$ cat src/rtl/fibonacci_ctrl.sv
// fibonacci_ctrl: sequences a fibonacci core, re-registers each term with its index, stops on count/wrap/abort
module fibonacci_ctrl #(
  parameter int WIDTH = 12,
  parameter int CNT_W = 5
) (
  input  logic             clk,
  input  logic             rst,
  input  logic             start,
  input  logic [CNT_W-1:0] n_terms,
  input  logic             abort,
  output logic             ready,
  output logic             fib_rst,
  output logic             fib_enb,
  input  logic [WIDTH-1:0] fib_in,
  output logic [WIDTH-1:0] term,
  output logic             term_valid,
  output logic [CNT_W-1:0] term_idx,
  output logic             done,
  output logic             ovf
);
  typedef enum logic [1:0] {IDLE, CLEAR, RUN, DONE} state_t;
  state_t           state_q;
  logic [CNT_W-1:0] cnt_q, n_lat_q, term_idx_q;
  logic [WIDTH-1:0] term_q;
  logic             term_valid_q, ovf_q, last, wrap;
  assign last       = cnt_q == n_lat_q - CNT_W'(1);
  // a fibonacci term smaller than its predecessor can only come from a 12-bit wrap
  assign wrap       = cnt_q != '0 && fib_in < term_q;
  assign ready      = state_q == IDLE;
  assign done       = state_q == DONE;
  assign fib_rst    = rst | (state_q == CLEAR);
  assign fib_enb    = ~rst & (state_q == RUN) & ~abort & ~last;
  assign term       = term_q;
  assign term_valid = term_valid_q;
  assign term_idx   = term_idx_q;
  assign ovf        = ovf_q;
  always_ff @(posedge clk) begin
    if (rst) begin
      state_q      <= IDLE;
      cnt_q        <= '0;
      n_lat_q      <= '0;
      term_q       <= '0;
      term_idx_q   <= '0;
      term_valid_q <= 1'b0;
      ovf_q        <= 1'b0;
    end else begin
      term_valid_q <= 1'b0;
      case (state_q)
        IDLE: if (start) begin
          n_lat_q <= n_terms;
          ovf_q   <= 1'b0;
          cnt_q   <= '0;
          state_q <= n_terms != '0 ? CLEAR : DONE;
        end
        CLEAR: state_q <= abort ? DONE : RUN;
        RUN: if (abort) begin
          state_q <= DONE;
        end else if (wrap) begin
          ovf_q   <= 1'b1;
          state_q <= DONE;
        end else begin
          term_q       <= fib_in;
          term_idx_q   <= cnt_q;
          term_valid_q <= 1'b1;
          cnt_q        <= cnt_q + 1'b1;
          state_q      <= last ? DONE : RUN;
        end
        default: state_q <= IDLE;
      endcase
    end
  end
endmodule

$ cat config.mk
export PLATFORM = sky130hd
export DESIGN_NAME = fibonacci_ctrl
export DESIGN_NICKNAME = d
export VERILOG_FILES = /design/src/rtl/fibonacci_ctrl.sv
export SDC_FILE = /design/constraint.sdc
export NUM_CORES = 1
export LEC_CHECK = 0
export ABC_AREA = 1
export BUFFER_PORTS_ARGS = -buffer_cell sky130_fd_sc_hd__buf_4
export CORE_UTILIZATION = 45
export CTS_CLUSTER_SIZE = 30
export DETAILED_ROUTE_END_ITERATION = 8
export GPL_TIMING_DRIVEN = 0
export PLACE_DENSITY = 0.72
export SLEW_MARGIN = 0
export SYNTH_ARGS = -nofsm -noshare
export SYNTH_HDL_FRONTEND = slang
export SYNTH_SLANG_ARGS = --single-unit
$ cat constraint.sdc
create_clock -name clk -period 2.02 [get_ports clk]
set_clock_uncertainty 0.2 [all_clocks]
set_input_delay 0.606 -clock clk [delete_from_list [all_inputs] [get_ports clk]]
set_output_delay 0.606 -clock clk [all_outputs]
set_load 0.1 [all_outputs]
=== Yosys cells after proc, flatten, opt, wreduce, memory -nomap -nowiden ===
Index checks and enable logic that the tools add are counted.

* Bits in registers: 31
* Logic and storage cells: 53

* Add/subtract/negate cells: 2
* Order comparisons: 1
* Eq/ne operators: 8
* Muxes and demuxes: 16
* Bitwise gates (word level): 9
* Reduce and logical (&&, ||, !) cells: 10

{| class="wikitable"
|+ Operator list
! kind !! number
|-
| 5-bit two-way mux || 3
|-
| 12-bit less-than comparator || 1
|-
| 5-bit case mux with 2 select lines || 1
|-
| 5-bit nonzero test || 2
|-
| 1-bit two-way mux || 8
|-
| 2-bit inequality test (second input constant) || 4
|-
| 4-bit AND reduction || 2
|-
| 2-bit case mux with 3 select lines || 1
|-
| 5-bit by 1-bit adder with 5-bit output (second input constant) || 1
|-
| 5-bit == test || 1
|-
| 1-bit inverter || 5
|-
| 5-bit by 1-bit subtractor with 5-bit output (second input constant) || 1
|-
| 2-bit == test (second input constant) || 2
|-
| 2-bit two-way mux || 2
|-
| 1-bit bitwise AND || 3
|-
| 3-bit AND reduction || 1
|-
| 3-bit OR reduction || 1
|-
| 2-bit by 1-bit == test with 1-bit output (second input constant) || 1
|-
| 2-bit zero test || 1
|-
| 1-bit case mux with 2 select lines || 1
|-
| 2-bit AND reduction || 1
|-
| 2-bit nonzero test || 1
|-
| 1-bit logical AND || 1
|-
| 1-bit OR || 1
|}

=== Logic depth before layout (Yosys ltp) ===
* Depth after elaboration: 6
* Depth in mapped cells: 14
* Mapped depth without buffers: 14

=== Least setup slack after synthesis ===
Ideal clock, no wire load.

* Path kind: register -> output
* Start point: reg n_lat_q[0]
* End point: out fib_enb
* Arrival time: 3.166 ns
* Data required time: 1.214 ns
* Slack: -1.952 ns
* Cell stages (with the launch flop): 11
* Buffers on the path: 0
* Cell sequence: dfxtp_1 > inv_1 > ha_1 > inv_1 > nand2_1 > nand2_1 > nor2_1 > nand2_1 > nor2_1 > nand2_1 > nor3b_1

* Word-level cells in the longest chain between the ends: 4

{| class="wikitable"
|+ RTL lines
! item !! line !! text
|-
| start: declaration || 23 || <nowiki>logic [CNT_W-1:0] cnt_q, n_lat_q, term_idx_q;</nowiki>
|-
| start signal: assignment || 50 || <nowiki>n_lat_q <= n_terms;</nowiki>
|-
| 5-bit by 1-bit subtractor with 5-bit output || 26 || <nowiki>assign last = cnt_q == n_lat_q - CNT_W'(1);</nowiki>
|-
| 5-bit == test || 26 ||
|-
| 1-bit inverter || 32 || <nowiki>assign fib_enb = ~rst & (state_q == RUN) & ~abort & ~last;</nowiki>
|-
| 1-bit bitwise AND || 32 ||
|-
| end: declaration || 13 || <nowiki>output logic fib_enb,</nowiki>
|}

Every way passes these cells.

=== Final worst setup path ===
Ends and elaborated chain as after synthesis.

==> flow_summary_export.csv <==
group,metric,value,unit
status,status,"finished, violations left",
status,violations,"setup timing",
power,power_leakage,1.19,nW
clocking,clock_sinks,31,
route,drc,0,
power,vdd.ir_drop.worst,1.30,mV
setup_path,cp_max_fo,4,
layout,diodes,0,
synthesis,ys_types,27,
synthesis,yosysWarnings,0,
layout,drive_gt1_share,40.3,%
grt,antenna_found_initial,0,
place,place.gp.congestion,0.784,
place,hpwl,3390,microns
grt,grt_pass1_vias,1658,
layout,fillers,364,
synthesis,syn-num-nets,304,
setup_path,cp.arrival,1.73,ns
floorplanning,start_util,47.0,%
synthesis,yosysSeqAreaShare,33.0,%
floorplanning,die_w,66.6,microns
clocking,root_buffer,"clkbuf_8",
grt,track_usage,22.2,%
setup_path,cp-start-kind,"flip-flop",
floorplanning,fp-row-count,23,
synthesis,syn_area_per_cell,7.09,sq um
place,pre_cts_ws,-0.428,ns
clocking,cts_hold_buf,0,
clocking,clk_latency,0.29,ns
floorplanning,coreArea,4000,sq um
route,drt_pass1_iterations,6,
layout,design_area,2690,sq um
setup_path,end_kind,"output pin",
sta,hold_viol,0,
sta,grt_setup_unrepaired,"yes",
synthesis,synthCells,265,
power,p_per_area,1360,nW/um^2
power,p_total,3.65,mW
synthesis,post-synth-top-area-cell,"dfxtp_1",
layout,multi_input_area,1220,sq um
clocking,cts_tree,"done",
clocking,clock_path_buffers,2,
setup_path,crit_type,"flip-flop to output pin",
job,cap_violations,0,
clocking,htreeDepth,2,
sta,fin_crit,2.54,ns
layout,syn_to_final_growth,43.1,%
route,avgRoutedWirePerCell,12.2,microns
sta,worst_pin_slew,0.593,ns
floorplanning,die_y,66.6,microns
grt,grt_max_degree,11,
route,dr_total_vias,1825,
floorplanning,fp.dieArea,4440,sq um
synthesis,netlist_area,1880,sq um
route,ant_nets,0,
synthesis,synth-seq-cells,31,
sta,fmax,394,MHz
place,port_buffers,43,
setup_path,crit_required,1.21,ns
route,viasPerCell,4.93,
route,routed_wl,4500,microns
sta,drv_slew,0,
synthesis,synth_top_area_share,33.0,%
clocking,cts.clk_slew.worst_paths,0.07,ns
route,drt_iter0_markers,60,
sta,worst_slack,-0.520,ns
grt,grt.overflow.total,0,
sta,min_period_over_period,126,%
sta,slew_headroom,60.4,%
place,placed_area,2430,sq um
hold_path,hold_class,"flip-flop to flip-flop",
clocking,cts-buffers-inserted,5,
floorplanning,num_io_pins,44,
sta,final-setup-viol-count,2,
layout,layout.nets,358,
layout,seq_area,668,sq um
synthesis,yosys-top-cells-area,"dfxtp_1, nand2_1, ha_1, inv_1, a21oi_1",
grt,grt_pass1_wl,7400,microns
## sequential cells by signal (all words and copies together) (netlist names)
signal      flops
term_idx        5
cnt_q           5
n_lat_q         5
term           12
ovf             1
term_valid      1
state_q         2
## path summary, 6_finish.rpt
path / from / endpoint / slack [ns] / cells past startpoint
setup / recovery: n_lat_q[0] / fib_enb / -0.52 / 11
hold / removal: term_idx[1] / term_idx[1] / 0.27 / 2
setup reg to reg: cnt_q[0] / term[3] / 0.08 / 10
hold reg to reg: term_idx[1] / term_idx[1] / 0.27 / 2
## cells in the final DEF, fill, tap and decap left out, drive strengths merged, types with 2 or more instances in the layout
cell type and count:
o21ai 15, nor2 20, ha 18, xor2 2, nor3b 2, clkbuf 10, buf 53, inv 39
a21oi 31, nand3 15, nand2 78, dfxtp 31
## synth_stat cells, drive strengths merged
master and instances:
a221oi 1, a21o 1, inv 39, buf 6
ha 18, clkbuf 2, a211oi 1, nor4 1
nor3b 2, o21ai 15, nand3 15, a21oi 31
o22ai 1, nor2 20, dfxtp 31, or2 1
nand2 78, xor2 2
## worst max-delay path: stages, from the launching register on
cell and delay (ns):
dfxtp_2 0.33, inv_2 0.06, ha_4 0.27, inv_2 0.03, nand2_1 0.05, nand2_1 0.05
nor2_1 0.10, nand2_1 0.07, nor2_1 0.09, nand2_1 0.08, nor3b_4 0.17, buf_12 0.16
## stage by stage
| stage | hold WS (ns) | TNS, ns | utilization, % | cells |
|---|---|---|---|---|
| 2_1_floorplan | 0.248 | -0.586 | - | 265 |
| 3_3_place_gp | 0.256 | -5.71 | 60.7 | 358 |
| 3_5_place_dp | 0.257 | -6.05 | 60.7 | 358 |
| 4_1_cts | 0.267 | -0.662 | 65.2 | 369 |
| 5_1_grt | 0.291 | -1.71 | 67.2 | 370 |
| 6_report | 0.265 | -0.627 | 67.2 | 370 |
## power by group
part | leakage [nW] | internal [mW] | switching [mW]
clock network | 0.0515 | 0.311 | 0.236
logic | 0.875 | 0.778 | 1.46
registers | 0.263 | 0.757 | 0.105
## kinds of logic (layout without fill, tap and decap cells)
kind of cell	Yosys count	count (layout)	share of synthesized area, %
AO/OA/AOI/OAI	50	50	15.8
XOR/XNOR	2	2	0.932
adder cells (fa/ha/maj)	18	18	12.0
buffers and inverters	47	102	11.1
flip-flops	31	31	33.0
AND/OR/NAND/NOR	117	117	27.2
## what timing repair did
item                                    in CTS  in global routing
resized for setup                           17                 13
pin swaps                                    1                  2
buffers inserted                             3                  2
endpoints found under the setup margin       3                 26
## area by class of cell
type,instances,share of cell area [%]
Buffer,8,2.42
Clock buffer,8,3.72
Inverter,39,6.00
Multi-Input combinational cell,187,45.4
Sequential cell,31,24.8
Tap cell,50,2.33
Timing Repair Buffer,47,15.3
## routing by layer
layer	vias to the layer above	share of wire (%)	global-route usage [%]
met5	-	0	0
met1	829	46	28.5
met4	0	1.4	7.98
li1	952	-	-
met3	7	4.5	4.62
met2	37	48	36.4
No activity file was read; power rests on OpenSTA's default activity.
